[src/rtl/fifo_mem.sv]
// fifo_mem: DEPTH x DBITS register array backing the FWFT FIFO.
// One synchronous write port and one asynchronous read port, so the head
// entry is visible combinationally on rdata. Storage is never reset.
module fifo_mem #(
  parameter int DBITS = 8,
  parameter int ABITS = 5
) (
  input  logic             clk,
  input  logic             we,
  input  logic [ABITS-1:0] waddr,
  input  logic [DBITS-1:0] wdata,
  input  logic [ABITS-1:0] raddr,
  output logic [DBITS-1:0] rdata
);

  localparam int DEPTH = 2 ** ABITS;

  logic [DBITS-1:0] mem [DEPTH];

  // Synchronous write of one word per accepted push.
  always_ff @(posedge clk) begin
    if (we) begin
      mem[waddr] <= wdata;
    end
  end

  assign rdata = mem[raddr];

endmodule

[src/rtl/fifo.sv]
// fifo: single-clock first-word-fall-through FIFO with status flags.
// dout always presents the oldest entry; the consumer samples it in the
// same cycle it asserts rd. Flags decode the registered count, so they
// change in the cycle after the edge that caused them.
// Optional build macro FIFO_ERR_FLAGS_EN adds sticky overflow/underflow
// outputs that record illegal pushes (full, no pop) and pops (empty).
module fifo #(
  parameter int DBITS    = 8,
  parameter int ABITS    = 5,
  parameter int AF_LEVEL = (2 ** ABITS) - 2,
  parameter int AE_LEVEL = 2
) (
  input  logic             clk,
  input  logic             reset,
  input  logic             wr,
  input  logic             rd,
  input  logic [DBITS-1:0] din,
  output logic [DBITS-1:0] dout,
  output logic             full,
  output logic             empty,
  output logic             almost_full,
`ifdef FIFO_ERR_FLAGS_EN
  output logic             almost_empty,
  output logic             overflow,
  output logic             underflow
`else
  output logic             almost_empty
`endif
);

  localparam int              DEPTH    = 2 ** ABITS;
  localparam logic [ABITS:0]  DEPTH_C  = (ABITS + 1)'(DEPTH);
  localparam logic [ABITS:0]  AF_C     = (ABITS + 1)'(AF_LEVEL);
  localparam logic [ABITS:0]  AE_C     = (ABITS + 1)'(AE_LEVEL);
  localparam logic [ABITS:0]  ONE_C    = (ABITS + 1)'(1);
  localparam logic [ABITS-1:0] PTR_ONE = ABITS'(1);

  logic [ABITS-1:0] wr_ptr;
  logic [ABITS-1:0] rd_ptr;
  logic [ABITS:0]   count;
  logic             wr_acc;
  logic             rd_acc;

  // A push into a full FIFO is legal only when a pop frees the head slot
  // in the same cycle; an empty FIFO never pops, even with a push pending.
  assign wr_acc = wr & (~full | rd);
  assign rd_acc = rd & ~empty;

  assign full         = (count == DEPTH_C);
  assign empty        = (count == '0);
  assign almost_full  = (count >= AF_C);
  assign almost_empty = (count <= AE_C);

  // Pointer and occupancy state; reset discards all contents at once.
  always_ff @(posedge clk or negedge reset) begin
    if (!reset) begin
      wr_ptr <= '0;
      rd_ptr <= '0;
      count  <= '0;
    end else begin
      if (wr_acc) begin
        wr_ptr <= wr_ptr + PTR_ONE;
      end
      if (rd_acc) begin
        rd_ptr <= rd_ptr + PTR_ONE;
      end
      case ({wr_acc, rd_acc})
        2'b10:   count <= count + ONE_C;
        2'b01:   count <= count - ONE_C;
        default: count <= count;
      endcase
    end
  end

`ifdef FIFO_ERR_FLAGS_EN
  // Sticky records of requests that were dropped; cleared only by reset.
  always_ff @(posedge clk or negedge reset) begin
    if (!reset) begin
      overflow  <= 1'b0;
      underflow <= 1'b0;
    end else begin
      overflow  <= overflow  | (wr & full & ~rd);
      underflow <= underflow | (rd & empty);
    end
  end
`endif

  fifo_mem #(
    .DBITS (DBITS),
    .ABITS (ABITS)
  ) u_mem (
    .clk   (clk),
    .we    (wr_acc),
    .waddr (wr_ptr),
    .wdata (din),
    .raddr (rd_ptr),
    .rdata (dout)
  );

endmodule

[config.mk]
export PLATFORM = sky130hd
export DESIGN_NAME = fifo
export DESIGN_NICKNAME = d
export VERILOG_FILES = /design/src/rtl/fifo_mem.sv /design/src/rtl/fifo.sv
export SDC_FILE = /design/constraint.sdc
export NUM_CORES = 1
export LEC_CHECK = 0
export CORE_ASPECT_RATIO = 0.75
export CORE_MARGIN = 3
export CORE_UTILIZATION = 56
export DETAILED_ROUTE_END_ITERATION = 6
export PLACE_DENSITY = 0.76
export RECOVER_POWER = 25
export SLEW_MARGIN = 20
export SYNTH_ARGS = -nofsm -noshare
export SYNTH_HDL_FRONTEND = slang
export SYNTH_SLANG_ARGS = --single-unit
[constraint.sdc]
create_clock -name clk -period 3.1 [get_ports clk]
set_input_delay 0.775 -clock clk [delete_from_list [all_inputs] [get_ports clk]]
set_output_delay 0.775 -clock clk [all_outputs]
set_load 0.02 [all_outputs]
# Yosys cells after proc, flatten, opt, wreduce, memory -nomap -nowiden
# Memories as Yosys holds them, arrays and structs flattened.
# Index checks and enable logic that the tools add are counted.
[totals]
reg_bits = 16
latchBits = 0
ramBits = 256
rom_bits = 0
in_bits = 12
out_inout_bits = 12
word_cells = 23
mem_count = 1
[mem_list]
columns = ["name", "words", "width", "read_ports", "rd_ports_with_merged_regs", "wr", "line_no", "rtl"]
rows = [
  ["u_mem.mem", 32, 8, 1, 0, 1, "fifo_mem.sv:18", "logic [DBITS-1:0] mem [DEPTH];"],
]
[classes]
addsub = 4
n_mul = 0
div_mod_pow = 0
n_lt_le_gt_ge = 2
n_eq_ne = 3
shifts = 0
muxes = 3
bitwise_logic = 5
n_reduce_logical = 2
[op_table]
columns = ["cell", "count"]
rows = [
  ["6-bit case mux with 2 select lines", 1],
  ["5-bit by 1-bit adder with 5-bit output (second input constant)", 2],
  ["6-bit by 1-bit adder with 6-bit output (second input constant)", 1],
  ["6-bit == test (second input constant)", 1],
  ["6-bit by 5-bit greater-or-equal comparator with 1-bit output (second input constant)", 1],
  ["6-bit by 2-bit <= comparator with 1-bit output (second input constant)", 1],
  ["6-bit zero test", 1],
  ["6-bit by 1-bit subtractor with 6-bit output (second input constant)", 1],
  ["1-bit bitwise AND", 2],
  ["2-bit by 1-bit == test with 1-bit output (second input constant)", 1],
  ["2-bit == test (second input constant)", 1],
  ["1-bit 2-to-1 mux", 2],
  ["1-bit NOT", 2],
  ["2-bit nonzero test", 1],
  ["1-bit bitwise OR", 1],
]

# Depth between registers and ports, before layout
# Gate-level depths: netlist of the first run.
[logic_depth]
depth_word = 6
mapped_depth = 11
depth_no_buf = 10

# Modules after synthesis
# Synthesis of the first run repeated with hierarchy kept, for this count alone.
[unflattened]
hier_cells = 498
area_unflattened_um2 = 10865.4
[modules_own_cells]
columns = ["module", "n_inst", "cells_each", "area_each_um2", "seq_area_each_um2"]
rows = [
  ["fifo_mem", 1, 409, 9893.2, 7687.4],
  ["fifo", 1, 89, 972.2, 400.4],
]

# Worst setup path before layout of the first run
# No wires, ideal clock.
[synth_path]
path_kind = "register to register"
start = "register count[2]"
end = "register count[5]"
setup_ns = 0.123
arrival_ns = 2.773
required_time_ns = 2.977
path_slack_ns = 0.204
stages_incl_launch_ff = 9
n_path_buf = 0
period_less_slack_ns = 2.896
cell_sequence = "dfrtp_1 or4_1 o31a_1 ha_1 ha_1 a211oi_1 nor4_1 or3b_1 xor2_1"
[synth_via]
elab_cells_between_ends = 13
cone_classes = "2 x add/sub; 3 x eq/ne; 1 x mux; 5 x bitwise; 2 x reduce/logical"
[synth_rtl]
columns = ["item", "line_no", "rtl"]
rows = [
  ["from (decl)", "fifo.sv:40", "logic [ABITS:0] count;"],
  ["from (signal assigned)", "fifo.sv:68", "2'b10: count <= count + ONE_C;"],
  ["from (signal assigned)", "fifo.sv:69", "2'b01: count <= count - ONE_C;"],
  ["from (signal assigned)", "fifo.sv:70", "default: count <= count;"],
  ["6-bit zero test (*)", "fifo.sv:50", "assign empty = (count == '0);"],
  ["1-bit NOT (*)", "fifo.sv:47", "assign rd_acc = rd & ~empty;"],
  ["1-bit bitwise AND (*)", "fifo.sv:47", ""],
  ["named net rd_acc", "fifo.sv:42", "logic rd_acc;"],
  ["2-bit by 1-bit == test with 1-bit output or 2-bit == test (tied branches)", "fifo.sv:67", "case ({wr_acc, rd_acc})"],
  ["6-bit case mux with 2 select lines or 2-bit nonzero test (tied branches)", "n/a", ""],
]
# Mark *: on every way through the listed nets, which the timed path passes. The rest lies on a longest branch.
# A chain may end at the register's enable or synchronous reset.

# Worst setup path after layout of the first run
[layout_path]
start = "register rd_ptr[0]"
end = "output port dout[2]"
[layout_via]
elab_chain_len = 1
[layout_lines]
columns = ["item", "line_no", "rtl"]
rows = [
  ["from (decl)", "fifo.sv:39", "logic [ABITS-1:0] rd_ptr;"],
  ["from (signal assigned)", "fifo.sv:65", "rd_ptr <= rd_ptr + PTR_ONE;"],
  ["memory 32 x 8 bit", "n/a", ""],
  ["to (decl)", "fifo.sv:18", "output logic [DBITS-1:0] dout,"],
]
# No other way between the ends.

==> impl_metrics.py, run 1 <==
metrics = {
    "synth": {
        "synth_fp_nets": 629,
        "synthCells": 606,
        "yosysTopAreaCellShare_pct": 69.95,
        "netlist.top_cell.by_area": "edfxtp_1",
        "synth_compound_gate_area_share_pct": 4.793,
        "synth_xor_area_share_pct": 0.7970,
        "ys_ff_latch": 272,
        "yosysWarnings": 0,
        "yosys-mux-area-fraction_pct": 12.69,
        "synth_area_leaders": "edfxtp_1 70%, mux2i_1 5.8%, mux4_2 5.3%",
        "synth_area_mm2": 0.01099,
        "synth-seq-area-share_pct": 73.60,
        "synth_top_family_by_area": "multiplexers",
        "synthSimpleGateAreaFrac_pct": 4.748,
        "syn_area_per_cell_um2": 18.13,
        "async_flop_share_pct": 5.882,
        "synthFlopType": "edfxtp_1",
        "synth_edf_count": 256,
        "ys_types": 55,
        "synth_fa_ha_area_share_pct": 1.321,
    },
    "detailed_routing": {
        "dr_total_vias": 6076,
        "antenna_left": 0,
        "drt_wl_total_um": 24660,
        "viasPerCell": 6.264,
        "route.detailed.drc": 0,
        "firstDrtPassIters": 5,
        "drt_iter0_markers": 751,
        "wl_per_cell_um": 25.42,
    },
    "timing": {
        "worst_pin_slew_ns": 1.648,
        "period_minus_slack_ns": 3.281,
        "rsz0062_at_grt": "true",
        "setup_ws_ns": -0.1811,
        "finalMaxSlewViolations": 264,
        "period_share_pct": 105.8,
        "finalSetupViolCount": 8,
        "hold_viol": 0,
        "timing.fmax_mhz": 304.8,
        "clock_skew_ns": 0.01928,
        "maxSlewHeadroom_pct": -9.897,
    },
    "worst_setup_path": {
        "cp.required_ns": 2.32,
        "cp-start-kind": "register",
        "cp_max_fo": 7,
        "arrival_ns": 2.51,
        "worstSetupEndpointType": "output port",
        "worstSetupPathType": "register to output port",
    },
    "floorplanning": {
        "io_pins": 24,
        "num_rows": 43,
        "start_util_pct": 58.19,
        "die_h_um": 127.3,
        "die_w_um": 167.8,
        "core_area_mm2": 0.01888,
        "die_area_mm2": 0.02136,
    },
    "layout": {
        "final_common_cell": "edfxtp_1",
        "instances_no_fill": 970,
        "num-fill-cells": 1170,
        "multiInputGateArea_mm2": 0.002818,
        "ff_latch_area_mm2": 0.008093,
        "utilization_pct": 68.79,
        "drive_gt1_share_pct": 25.03,
        "nets": 728,
        "fin_area_mm2": 0.01299,
        "antenna_cells": 0,
        "area_delta_synth_final_pct": 18.21,
        "final_cell_mix": "256 x edfxtp_1, 61 x mux2i_1, 61 x buf_4",
    },
    "clock_network": {
        "htree_num_levels": 1,
        "cts_buffers": 25,
        "cts_tree": "yes",
        "clk_pin_slew_ns": 0.06,
        "clk_latency_ns": 0.53,
        "root_buffer": "clkbuf_16",
        "numClockSinks": 272,
        "clockBufferDepth": 3,
    },
    "placed_design": {
        "placed_cell_area_mm2": 0.01196,
        "gp_congestion": 0.9005,
        "io_buffers": 23,
        "dp_hpwl_um": 14880,
        "placed_cells": 916,
    },
    "global_route": {
        "grt.overflow.total": 0,
        "grt_max_degree": 33,
        "grt_pass1_wl_um": 37070,
        "track_usage_pct": 23.11,
        "antenna_found_initial": 1,
        "grt_pass1_vias": 6030,
    },
    "power_and_ir_drop": {
        "p_leak_uw": 0.004559,
        "power-per-cell-area_mw_per_mm2": 919.4,
        "vdd_drop_max_uv": 1036,
        "finalPower_uw": 11940,
    },
    "outcome": {
        "violations": "max-capacitance violations, max-slew violations, negative setup slack",
        "run_status": "finished with violations",
    },
    "worst_hold_path": {
        "hold_path.class": "register to register",
    },
    "flow_run": {
        "drv_cap": 8,
    },
}
[registers in the layout, summed over array words and instances (netlist names)]
name	count
u_mem.mem	256
count	6
rd_ptr	5
wr_ptr	5
[repair_timing]
item	in CTS	in global routing
buffers inserted	6	2
hold buffers	0	0
setup endpoints to repair	9	10
gates resized for setup	67	22
gates cloned	2	0
pin swaps	13	7
[path summary, 6_finish.rpt]
| kind | startpoint | to | slack, ns | cells past startpoint |
|---|---|---|---|---|
| max | rd_ptr[0]$_DFFE_PN0P_ | dout[2] | -0.18 | 7 |
| min | count[5]$_DFFE_PN0P_ | count[5]$_DFFE_PN0P_ | 0.52 | 1 |
| max reg2reg | count[3]$_DFFE_PN0P_ | count[5]$_DFFE_PN0P_ | 0.13 | 9 |
| min reg2reg | count[5]$_DFFE_PN0P_ | count[5]$_DFFE_PN0P_ | 0.52 | 1 |
| max in group asynchronous | reset | rd_ptr[1]$_DFFE_PN0P_ | 1.76 | 1 |
| min in group asynchronous | reset | rd_ptr[3]$_DFFE_PN0P_ | 0.73 | 1 |
[critical path, cell delays in order (launching register included)]
cell and delay, ns:
dfrtp_2 0.42, buf_6 0.16, buf_12 0.11, buf_16 0.12, mux4_2 0.54, a221oi_2 0.30, nand3_1 0.16, buf_6 0.17
[kinds of logic (layout without fill, tap and decap cells)]
| logic type | Yosys count | in the layout |
|---|---|---|
| mux | 97 | 97 |
| compound gates | 68 | 68 |
| fa+ha+maj | 11 | 11 |
| simple gates | 104 | 104 |
| xor+xnor | 10 | 10 |
| buf+inv | 44 | 161 |
| flops | 272 | 272 |
[layer usage]
metal | vias up | share of wire (%) | GRT usage [%]
li1 | 2633 | - | -
met1 | 3096 | 42 | 35.42
met2 | 306 | 46 | 34.65
met3 | 39 | 9.4 | 5.537
met4 | 2 | 1.7 | 4.762
met5 | - | 0.053 | 0
[cells in the mapped netlist, types with 3 or more instances]
library cell	number
a221oi_1	6
a22o_1	8
a22oi_1	32
buf_2	14
clkbuf_1	14
dfrtp_1	16
edfxtp_1	256
ha_1	10
inv_1	10
mux2i_1	64
mux4_1	6
mux4_2	26
nand2_1	13
nand3_1	25
nand4_1	3
nor2_1	37
nor2b_1	3
o21ai_0	8
xnor2_1	7
xor2_1	3
[area by class of cell]
class	instances	area share [%]
inverters	10	0.2890
clock inverters	13	0.7224
well taps	247	2.379
flip-flops and latches	272	62.30
clock buffers	32	5.018
multi-input cells	290	21.69
repair buffers	106	7.600
[report_power, final]
group | switching [uW] | internal [uW]
Sequential | 257 | 4350
Combinational | 2400 | 2100
Clock | 1260 | 1570
Total | 3920 | 8020
[through the flow]
| step | hold WS [ns] | worst slack, ns | setup TNS [ns] |
|---|---|---|---|
| detailed placement | 0.5202 | -0.4117 | -2.810 |
| global route | 0.5682 | -0.2475 | -1.755 |
| finish | 0.5212 | -0.1811 | -1.211 |
| CTS | 0.5274 | -0.2164 | -1.268 |
| floorplan | 0.4707 | 0.2037 | 0 |
| global placement | 0.4921 | -0.2542 | -1.714 |
(Power assumes the default switching activity.)
==> inputs of run 2 (changes only) <==
- CAP_MARGIN: unset -> 40
- PLACE_DENSITY: 0.76 -> 0.86
- TNS_END_PERCENT: unset -> 30
==> run 2 against run 1 <==
Compared with the run above: the flow still finishes with violations (max-capacitance violations, max-slew violations, negative setup slack); power decreased by 2.6%; non-clock buffer count decreased by 12; clock-buffer cell count unchanged; register-to-register slack about the same; critical path depth decreased by 1; combinational power decreased by 11%; flip-flop and latch count unchanged; clock skew decreased by 0.0054 ns; setup slack got worse by 0.094 ns; via count increased by 0.58%.
==> impl_metrics.py, run 2 (synthesized netlist as in run 1, its figures left out) <==
metrics = {
    "outcome": {
        "run_status": "finished with violations",
        "violations": "max-capacitance violations, max-slew violations, negative setup slack",
    },
    "timing": {
        "clock_skew_ns": 0.01386,
        "finalMaxSlewViolations": 165,
        "finalSetupViolCount": 8,
        "worst_pin_slew_ns": 1.686,
        "hold_viol": 0,
        "period_minus_slack_ns": 3.375,
        "rsz0062_at_grt": "true",
        "setup_ws_ns": -0.2750,
        "maxSlewHeadroom_pct": -12.38,
        "timing.fmax_mhz": 296.3,
        "period_share_pct": 108.9,
    },
    "global_route": {
        "track_usage_pct": 22.31,
        "grt_pass1_wl_um": 36290,
        "grt_pass1_vias": 5993,
        "grt_max_degree": 43,
        "grt.overflow.total": 0,
        "antenna_found_initial": 0,
    },
    "clock_network": {
        "clk_latency_ns": 0.53,
        "holdBufCountCts": 0,
        "cts_buffers": 25,
        "cts_tree": "yes",
        "clk_pin_slew_ns": 0.06,
        "root_buffer": "clkbuf_16",
        "htree_num_levels": 1,
        "numClockSinks": 272,
        "clockBufferDepth": 3,
    },
    "detailed_routing": {
        "wl_per_cell_um": 24.96,
        "drt_wl_total_um": 23940,
        "antenna_left": 0,
        "drt_iter0_markers": 885,
        "viasPerCell": 6.372,
        "firstDrtPassIters": 5,
        "dr_total_vias": 6111,
        "route.detailed.drc": 0,
    },
    "power_and_ir_drop": {
        "vdd_drop_max_uv": 665.8,
        "power-per-cell-area_mw_per_mm2": 907.1,
        "p_leak_uw": 0.004489,
        "finalPower_uw": 11630,
    },
    "layout": {
        "final_cell_mix": "256 x edfxtp_1, 64 x mux2i_1, 55 x buf_4",
        "utilization_pct": 67.90,
        "nets": 716,
        "drive_gt1_share_pct": 22.47,
        "final_common_cell": "edfxtp_1",
        "regMostFlops": "u_mem.mem",
        "reg_top3": "u_mem.mem: 256 flops, count: 6 flops",
        "antenna_cells": 0,
        "area_delta_synth_final_pct": 16.68,
        "largest_reg_flops": 256,
    },
    "floorplanning": {
        "die_h_um": 127.3,
        "start_util_pct": 58.19,
        "core_area_mm2": 0.01888,
        "die_area_mm2": 0.02136,
        "io_pins": 24,
        "num_rows": 43,
        "die_w_um": 167.8,
    },
    "placed_design": {
        "post-place-ws_ns": -0.2500,
        "dp_hpwl_um": 14960,
        "io_buffers": 23,
        "gp_congestion": 0.9673,
    },
    "worst_setup_path": {
        "cp.required_ns": 2.32,
        "arrival_ns": 2.60,
        "worstSetupEndpointType": "output port",
        "cp_max_fo": 5,
        "worstSetupPathType": "register to output port",
        "cp-start-kind": "register",
    },
    "worst_hold_path": {
        "hold_path.class": "input port to asynchronous set/reset pin",
    },
    "flow_run": {
        "drv_cap": 5,
    },
}
-- run 2: critical path, stage by stage (launching register included) --
cell and delay, ns:
dfrtp_2 0.51, buf_12 0.17, mux4_1 0.54, a22o_1 0.28, a221oi_2 0.24, nand3_1 0.15
buf_2 0.19
-- run 2: area by class of cell --
type                       instances  area (um^2)
sequential                       272         8093
inverter                          10        37.54
multi-input combinational        290         2773
tap                              247        309.0
fill                            1158         6062
clock buffer                      32        651.9
timing repair buffer              94        837.1
clock inverter                    14        121.4
-- run 2: stage by stage --
step                instance area, um^2  cells  setup TNS [ns]  hold WS, ns
floorplan                         10990    606               0       0.4707
global placement                  11920    908         -0.7613       0.4935
detailed placement                11920    909          -1.370       0.5144
CTS                               12790    957          -2.049       0.5204
global route                      12820    959          -2.423       0.4660
finish                            12820    959          -2.052       0.4832
-- run 2: timing repair --
item | 4_1_cts | 5_1_grt
gates cloned | 1 | 1
setup buffers | 1 | 0
endpoints found under the setup margin | 11 | 9
resized for setup | 51 | 15
pin swaps | 5 | 9
-- run 2: layer usage --
metal / global-route usage (%) / share of wire, % / up-vias
met5: 0 / 0 / -
met2: 34.91 / 46 / 396
met1: 33.27 / 41 / 3067
met4: 4.377 / 2.0 / 0
met3: 4.949 / 11 / 45
li1: - / - / 2603
-- run 2: final timing paths --
| kind | to | startpoint | slack (ns) | cells after the start |
|---|---|---|---|---|
| max in group asynchronous | rd_ptr[1]$_DFFE_PN0P_ | reset | 1.46 | 2 |
| min in group clk | count[5]$_DFFE_PN0P_ | count[5]$_DFFE_PN0P_ | 0.53 | 1 |
| worst max-delay path | dout[4] | rd_ptr[0]$_DFFE_PN0P_ | -0.28 | 6 |
| worst min-delay path | count[4]$_DFFE_PN0P_ | reset | 0.48 | 1 |
| worst max register to register | count[5]$_DFFE_PN0P_ | count[2]$_DFFE_PN0P_ | 0.12 | 9 |
| worst min register to register | count[5]$_DFFE_PN0P_ | count[5]$_DFFE_PN0P_ | 0.53 | 1 |
-- run 2: power breakdown --
part	internal (uW)	switching, uW
registers	4350	338
logic	1810	2210
clock network	1660	1260
==> inputs of run 3 (changes only) <==
- ABC_AREA: unset -> 0
- SKIP_LAST_GASP: unset -> 1
==> run 3 against run 2 <==
Compared with the run above: largest cell class unchanged; register-to-register slack got worse by 0.15 ns; combinational power rose by 4%; critical path type unchanged; the run still ends with max-capacitance violations, max-slew violations, negative setup slack left; setup slack got worse by 0.011 ns; critical endpoint is now dout[5]; cell count is the same; clock power is essentially flat.
==> impl_metrics.py, run 3 (synthesized netlist as in run 1, its figures left out) <==
metrics = {
    "worst_setup_path": {
        "r2r_slack_ns": -0.03,
        "arrival_ns": 2.61,
        "worstSetupEndpointType": "output port",
        "cp-start-kind": "register",
        "worstSetupPathType": "register to output port",
        "cp.required_ns": 2.32,
        "cp_max_fo": 9,
    },
    "clock_network": {
        "clockBufferDepth": 3,
        "holdBufCountCts": 0,
        "numClockSinks": 272,
        "htree_num_levels": 1,
        "cts_tree": "yes",
        "clk_pin_slew_ns": 0.06,
        "clk_latency_ns": 0.53,
        "root_buffer": "clkbuf_16",
        "cts_buffers": 25,
    },
    "timing": {
        "finalSetupViolCount": 11,
        "setup_ws_ns": -0.2860,
        "finalMaxSlewViolations": 165,
        "clock_skew_ns": 0.01396,
        "period_minus_slack_ns": 3.386,
        "rsz0062_at_grt": "true",
        "timing.fmax_mhz": 295.3,
        "hold_viol": 0,
        "period_share_pct": 109.2,
        "worst_pin_slew_ns": 1.689,
        "maxSlewHeadroom_pct": -12.62,
    },
    "layout": {
        "area_delta_synth_final_pct": 17.12,
        "num-fill-cells": 1138,
        "largest_reg_flops": 256,
        "antenna_cells": 0,
        "regMostFlops": "u_mem.mem",
        "final_common_cell": "edfxtp_1",
        "nets": 716,
        "reg_top3": "u_mem.mem: 256 flops, count: 6 flops",
        "final_cell_mix": "256 x edfxtp_1, 64 x mux2i_1, 54 x buf_4",
        "drive_gt1_share_pct": 22.75,
        "utilization_pct": 68.16,
    },
    "power_and_ir_drop": {
        "finalPower_uw": 11780,
        "power-per-cell-area_mw_per_mm2": 915.5,
        "vdd_drop_max_uv": 689.2,
        "p_leak_uw": 0.004484,
    },
    "detailed_routing": {
        "wl_per_cell_um": 25.50,
        "antenna_left": 0,
        "viasPerCell": 6.396,
        "dr_total_vias": 6134,
        "drt_iter0_markers": 945,
        "firstDrtPassIters": 5,
        "drt_wl_total_um": 24460,
        "route.detailed.drc": 0,
    },
    "outcome": {
        "run_status": "finished with violations",
        "violations": "max-capacitance violations, max-slew violations, negative setup slack",
    },
    "floorplanning": {
        "io_pins": 24,
        "die_w_um": 167.8,
        "die_h_um": 127.3,
        "start_util_pct": 58.19,
        "die_area_mm2": 0.02136,
        "num_rows": 43,
        "core_area_mm2": 0.01888,
    },
    "global_route": {
        "antenna_found_initial": 0,
        "track_usage_pct": 22.28,
        "grt.overflow.total": 0,
        "grt_pass1_vias": 5992,
        "grt_pass1_wl_um": 36240,
        "grt_max_degree": 43,
    },
    "placed_design": {
        "dp_hpwl_um": 14960,
        "io_buffers": 23,
        "gp_congestion": 0.9673,
    },
    "worst_hold_path": {
        "hold_path.class": "input port to asynchronous set/reset pin",
    },
    "flow_run": {
        "drv_cap": 5,
    },
}
## run 3: changes by cell type in the layout (fill, tap and decap cells not counted), moves of 2 or more
| cell | before | now |
|---|---|---|
| a221oi_4 | 1 | 5 |
| mux4_2 | 28 | 31 |
| mux4_1 | 4 | 1 |
| a221oi_2 | 7 | 3 |
| dlygate4sd2_1 | 2 | 0 |
| buf_6 | 4 | 6 |
| clkdlybuf4s50_1 | 6 | 8 |
## run 3: worst paths after layout
check / startpoint / to / cells past startpoint
worst min register to register: count[5]$_DFFE_PN0P_ / count[5]$_DFFE_PN0P_ / 1
worst max register to register: count[2]$_DFFE_PN0P_ / count[5]$_DFFE_PN0P_ / 8
max in group asynchronous: reset / rd_ptr[1]$_DFFE_PN0P_ / 2
worst max-delay path: rd_ptr[2]$_DFFE_PN0P_ / dout[5] / 6
worst min-delay path: reset / count[4]$_DFFE_PN0P_ / 1
min in group clk: count[5]$_DFFE_PN0P_ / count[5]$_DFFE_PN0P_ / 1
## run 3: cell type report
class,count,area (um^2),area share (%)
Timing Repair Buffer,94,849.6,6.601
Clock buffer,32,651.9,5.065
Tap cell,247,309.0,2.401
Inverter,10,37.54,0.2916
Sequential cell,272,8093,62.88
Clock inverter,14,121.4,0.9429
Multi-Input combinational cell,290,2809,21.82
## run 3: critical path: stages, from the launching register on
cell	delay [ns]
dfrtp_1	0.55
nand2_1	0.09
nor2_1	0.70
buf_4	0.31
a221oi_2	0.09
nand3_1	0.16
buf_2	0.18
## run 3: routing by layer
layer | wire length [um] | GRT usage [%] | up-vias
met5 | 0 | 0 | -
met1 | 9901 | 33.29 | 3127
met2 | 11640 | 34.89 | 365
li1 | - | - | 2611
met4 | 430 | 4.377 | 0
met3 | 2485 | 4.825 | 31
## run 3: metrics by stage
step	instance area [um^2]	cells	setup WS (ns)	hold slack, ns	setup TNS [ns]
floorplan	10990	606	0.2037	0.4707	0
global placement	11920	908	-0.1287	0.4935	-0.7613
detailed placement	11920	909	-0.2500	0.5144	-1.370
CTS	12790	957	-0.2922	0.5204	-2.179
global route	12870	959	-0.3885	0.4660	-3.063
finish	12870	959	-0.2860	0.4844	-2.058
## run 3: power by group
group          switching (uW)  internal [uW]
Combinational            2290           1890
Clock                    1270           1660
Sequential                335           4350
## run 3: timing repair
| action | CTS | global route |
|---|---|---|
| pin swaps | 5 | 10 |
| setup endpoints to repair | 11 | 12 |
| setup buffers | 1 | 0 |
| gates cloned | 1 | 1 |
| resized for setup | 46 | 26 |
